**src/rtl/pkt_rr_scheduler.sv**
```systemverilog
// Packet-locked round-robin arbiter with per-source quantum; zero-cycle grant of first beat.
// Backpressure: only the granted source sees i_ready on o_ready_vec; others are held off.
module pkt_rr_scheduler #(
  parameter int PORTS   = 4,
  parameter int DATA_W  = 32,
  parameter int QUANTUM = 2
) (
  input  logic                       i_clk,
  input  logic                       i_rstn,
  input  logic [PORTS-1:0]           i_valid_vec,
  input  logic [PORTS-1:0]           i_last_vec,
  input  logic [PORTS*DATA_W-1:0]    i_data,
  output logic [PORTS-1:0]           o_ready_vec,
  output logic [PORTS-1:0]           o_grant_vec,
  output logic                       o_valid,
  output logic                       o_last,
  output logic [DATA_W-1:0]          o_data,
  output logic [$clog2(PORTS)-1:0]   o_src,
  input  logic                       i_ready
);

  localparam int SRC_W = $clog2(PORTS);
  localparam int CNT_W = (QUANTUM > 1) ? $clog2(QUANTUM) : 1;

  typedef enum logic {IDLE, BUSY} state_t;

  state_t            r_state;
  logic [SRC_W-1:0]  r_owner;
  logic [SRC_W-1:0]  r_ptr;
  logic [CNT_W-1:0]  r_cnt;

  logic [DATA_W-1:0] w_dat_arr [PORTS];
  logic              w_found;
  logic [SRC_W-1:0]  w_win;
  logic [SRC_W-1:0]  w_idx;
  logic [SRC_W-1:0]  w_sel;
  logic              w_req;
  logic              w_vld;
  logic              w_last;
  logic              w_xfer;
  logic [CNT_W-1:0]  w_base;
  logic [CNT_W:0]    w_n;
  logic              w_wrap;
  logic [SRC_W-1:0]  w_next_ptr;

  for (genvar k = 0; k < PORTS; k++) begin : g_port
    assign w_dat_arr[k] = i_data[k*DATA_W +: DATA_W];
  end

  // Walk PORTS positions from r_ptr with explicit wrap so non-power-of-2 PORTS works.
  always_comb begin
    w_found = 1'b0;
    w_win   = '0;
    w_idx   = r_ptr;
    for (int i = 0; i < PORTS; i++) begin
      if (!w_found && i_valid_vec[w_idx]) begin
        w_found = 1'b1;
        w_win   = w_idx;
      end
      w_idx = (w_idx == SRC_W'(PORTS-1)) ? '0 : w_idx + SRC_W'(1);
    end
  end

  assign w_sel      = (r_state == BUSY) ? r_owner : w_win;
  assign w_req      = (r_state == BUSY) ? 1'b1 : w_found;
  assign w_vld      = w_req & i_valid_vec[w_sel];
  assign w_last     = i_last_vec[w_sel];
  assign w_xfer     = i_rstn & w_vld & i_ready;
  // A new tenure starts from zero when someone other than the previous owner wins.
  assign w_base     = (r_state == IDLE && w_win != r_owner) ? '0 : r_cnt;
  assign w_n        = {1'b0, w_base} + (CNT_W+1)'(1);
  assign w_wrap     = (w_n == (CNT_W+1)'(QUANTUM));
  assign w_next_ptr = (w_sel == SRC_W'(PORTS-1)) ? '0 : w_sel + SRC_W'(1);

  always_comb begin
    o_grant_vec = '0;
    o_ready_vec = '0;
    o_valid     = 1'b0;
    o_last      = 1'b0;
    o_data      = '0;
    o_src       = '0;
    if (i_rstn && w_req) begin
      o_grant_vec = PORTS'(1) << w_sel;
      o_ready_vec = o_grant_vec & {PORTS{i_ready}};
      o_valid     = w_vld;
      o_src       = w_sel;
      if (w_vld) begin
        o_data = w_dat_arr[w_sel];
        o_last = w_last;
      end
    end
  end

  always_ff @(posedge i_clk) begin
    if (!i_rstn) begin
      r_state <= IDLE;
      r_owner <= '0;
      r_ptr   <= '0;
      r_cnt   <= '0;
    end else if (w_xfer) begin
      r_owner <= w_sel;
      if (w_last) begin
        r_state <= IDLE;
        if (w_wrap) begin
          r_ptr <= w_next_ptr;
          r_cnt <= '0;
        end else begin
          r_ptr <= w_sel;
          r_cnt <= w_n[CNT_W-1:0];
        end
      end else begin
        r_state <= BUSY;
        r_cnt   <= w_base;
      end
    end
  end

endmodule

```
**config.mk**
```make
export PLATFORM = sky130hd
export DESIGN_NAME = pkt_rr_scheduler
export DESIGN_NICKNAME = d
export VERILOG_FILES = /design/src/rtl/pkt_rr_scheduler.sv
export SDC_FILE = /design/constraint.sdc
export NUM_CORES = 1
export LEC_CHECK = 0
export ABC_AREA = 1
export ABC_CLOCK_PERIOD_IN_PS = 2550
export CORE_UTILIZATION = 30
export CTS_BUF_LIST = sky130_fd_sc_hd__clkbuf_16
export CTS_CLUSTER_DIAMETER = 60
export DETAILED_ROUTE_END_ITERATION = 8
export HOLD_SLACK_MARGIN = 0.1
export PLACE_DENSITY = 0.81
export SYNTH_ARGS = -nofsm -noshare
export SYNTH_HDL_FRONTEND = slang
export SYNTH_SLANG_ARGS = --single-unit
```
**constraint.sdc**
```tcl
create_clock -name i_clk -period 2.55 [get_ports i_clk]
set_clock_uncertainty 0.2 [all_clocks]
set_input_delay 0.3825 -clock i_clk [delete_from_list [all_inputs] [get_ports i_clk]]
set_output_delay 0.3825 -clock i_clk [all_outputs]
set_load 0.05 [all_outputs]
```
==> flow_metrics.py <==
metrics = {
    "route": {
        "drc_errors": 0,
        "first_pass_iters": 7,
        "routed_via_density": 6.368,
        "wl_um": 18810,
        "wire_per_inst_um": 27.46,
        "num_vias": 4362,
        "drt_iter0_drc": 346,
        "drtAntennaViolNets": 0,
    },
    "pwr": {
        "p_per_area_nw_per_um2": 1175,
        "peakVddDrop_v": 0.0006505,
        "leakagePower_nw": 2.448,
    },
    "layout": {
        "final_common_cell": "clkdlybuf4s50_1",
        "final_area_um2": 6317,
        "n_fill_cell": 231,
        "synthToLayoutAreaGrowth_pct": 197.3,
        "fin_nets": 735,
        "drive_gt1_share_pct": 47.37,
        "final_cell_mix": "clkdlybuf4s50_1, buf_12, o21ai_0",
        "seq_area_um2": 125.1,
        "diodes": 0,
        "multi_input_area_um2": 2791,
    },
    "sta": {
        "worst_pin_slew_ns": 0.5465,
        "slew_headroom_pct": 63.32,
        "hold_viol_final": 0,
        "rsz0062_at_grt": "yes",
        "fin_tns_setup_ns": -35.06,
        "setup_viol": 50,
        "min_period_over_period_pct": 138.6,
        "max_freq_mhz": 283.0,
        "fin_ws_ns": -0.9831,
        "min_period_ns": 3.533,
        "drv_slew": 0,
    },
    "die": {
        "dieHeight_um": 86.16,
        "initial_core_util_pct": 31.10,
        "rows": 30,
        "die_area_um2": 7423,
        "io_pins": 183,
        "core_area_um2": 6832,
        "die_x_um": 86.16,
    },
    "yosys": {
        "synth_cells": 364,
        "ys_seq_area_share_pct": 5.654,
        "syn_area_um2": 2125,
        "ys_types": 28,
        "syn-num-nets": 508,
        "synth-seq-cells": 6,
        "avgSynthCellArea_um2": 5.837,
        "ys.warnings.count": 0,
    },
    "placed_design": {
        "numPortBuffers": 182,
        "place_area_um2": 5191,
        "hpwl_um": 8733,
        "place.gp.congestion": 0.8240,
    },
    "setup_path": {
        "cp-start-kind": "register",
        "worstRegToRegCells": 21,
        "slowest_delay_ns": 0.44,
        "critPathKind": "reg2out",
        "end_kind": "primary output",
        "worst-endpoint-required_ns": 1.97,
        "r2r_end": "r_ptr[1]",
        "slowest_stage": "o21ai_1",
        "r2r_setup_slack_ns": -0.43,
        "cpMostUsedCell": "nand2_4",
        "cp_cell_sequence": "buf_12, inv_8, nand2_1, nand2_2, nand2_4, nand2_4, nor2_8, nand3_4, clkinv_4, nand2_4, nand3_4, nand2_8, buf_16, o21ai_1, o21bai_4, a21oi_4, buf_12",
        "timing.rr.start": "r_ptr[0]",
        "path_max_fanout": 9,
        "arrival_ns": 2.95,
    },
    "cts": {
        "path_clk_slew_ns": 0.03,
        "cts.sinks": 6,
        "hold_buffers": 0,
        "cts_inserted_buffers": 3,
        "cts_root_buf": "clkbuf_16",
        "clockBufferDepth": 2,
        "h-tree-depth": 1,
        "insertion_delay_ns": 0.23,
        "cts_tree": "built",
    },
    "worst_hold_path": {
        "worstHoldEndpoint": "r_cnt",
        "worstHoldStart": "r_cnt",
        "holdPathStages": 2,
        "min-delay-path-class": "reg2reg",
    },
    "run": {
        "cap_violations": 0,
    },
    "grt": {
        "grt_util_all_layers_pct": 38.59,
        "grt_pass1_wl_um": 21940,
        "antenna_found_initial": 0,
        "grt_max_degree": 25,
        "overflow": 0,
        "first_global_vias": 4052,
    },
    "run_status": {
        "status": "finished, violations left",
        "violations": "setup timing",
    },
}
per-stage QoR:
stage	setup slack (ns)	hold slack (ns)	total power (W)	instances	utilization [%]
after floorplan	-0.2554	0.2567	0.003327	364	-
after global placement	-0.6748	0.2729	0.005126	654	75.99
after detailed placement	-0.7928	0.2767	0.005219	654	75.99
after CTS	-0.5583	0.2986	0.006646	676	88.19
after global routing	-1.092	0.3429	0.007577	685	92.47
final	-0.9831	0.3389	0.007423	685	92.47
worst max-delay path, delay by kind of cell (launching register included):
kind | cells | cell delay [ns]
buffers and inverters | 5 | 0.60
DFF | 1 | 0.37
AOI/OAI and AO/OA | 3 | 0.77
and+or+nand+nor | 9 | 0.97
synthesized netlist by cell type:
cell       n  area share (%)
buf_2     14             3.3
inv_1     27             4.8
clkbuf_1   1            0.18
nor2_4     2             1.1
ha_1       5             2.9
nor2_2     1            0.29
nand2_4    3             1.6
nand3_2    8             3.8
nand3_4    1            0.82
nor2_8     1            0.94
nor2_1    17             3.0
o21ai_2    1            0.41
buf_6      1            0.53
buf_4      9             3.2
nand4_1    1            0.29
o21ai_1    5             1.2
o21bai_1  64              23
clkinv_1   1            0.18
o21ai_0   62              15
nor3_1     4            0.94
nand4_2    1            0.59
inv_6      1            0.41
nand2_1   64              11
a21oi_1   35             8.2
dfxtp_1    6             5.7
nand2_2    6             1.8
nand3_1   21             4.9
clkbuf_2   2            0.47
worst max path at each step:
stage                           to      startpoint  depth (start not counted)  slack (ns)
finish                  o_data[18]        r_ptr[0]                         17       -0.98
floorplan           o_ready_vec[1]        r_ptr[0]                         16       -0.26
global placement        o_data[23]  i_valid_vec[0]                         15       -0.67
global route            o_data[21]        r_ptr[0]                         17       -1.09
detailed placement      o_data[14]  i_valid_vec[3]                         16       -0.79
CTS                     o_data[14]        r_ptr[0]                         14       -0.56
logic make-up (layout without fill, tap and decap cells):
kind of cell | count (synthesis) | after routing | synth area share, %
AOI/OAI and AO/OA | 167 | 167 | 47.06
and+or+nand+nor | 130 | 130 | 31.33
buffers and inverters | 56 | 281 | 13.02
DFF | 6 | 6 | 5.654
adders and majority gates | 5 | 5 | 2.945
power breakdown:
| part | total [W] | leakage, nW | internal (W) | switching (W) |
|---|---|---|---|---|
| Combinational | 0.00702 | 2.36 | 0.00318 | 0.00385 |
| Clock | 0.000253 | 0.0370 | 0.000201 | 0.0000518 |
| Sequential | 0.000146 | 0.0500 | 0.000114 | 0.0000318 |
flip-flops by register name, indices dropped and copies added (netlist names):
| signal | flops |
|---|---|
| r_ptr | 2 |
| r_state | 1 |
| r_cnt | 1 |
| r_owner | 2 |
layout make-up:
| cell class | instances | share of cell area, % |
|---|---|---|
| well taps | 96 | 1.901 |
| repair buffers | 249 | 48.52 |
| inverters | 29 | 2.218 |
| clock buffers | 3 | 1.188 |
| multi-input cells | 302 | 44.19 |
| flip-flops and latches | 6 | 1.981 |
what timing repair did:
| item | CTS | global route |
|---|---|---|
| resized for setup | 119 | 64 |
| endpoints found under the setup margin | 50 | 50 |
| buffers inserted | 13 | 10 |
| pin swaps | 23 | 24 |
| gates cloned | 7 | 2 |
per-layer routing:
metal | vias to the layer above | global-route usage, % | share of wire [%]
met4 | 0 | 22.12 | 11
li1 | 1719 | - | -
met1 | 2004 | 39.68 | 32
met5 | - | 0 | 0
met2 | 453 | 71.14 | 46
met3 | 186 | 9.143 | 11
No activity file was read; power rests on OpenSTA's default activity.
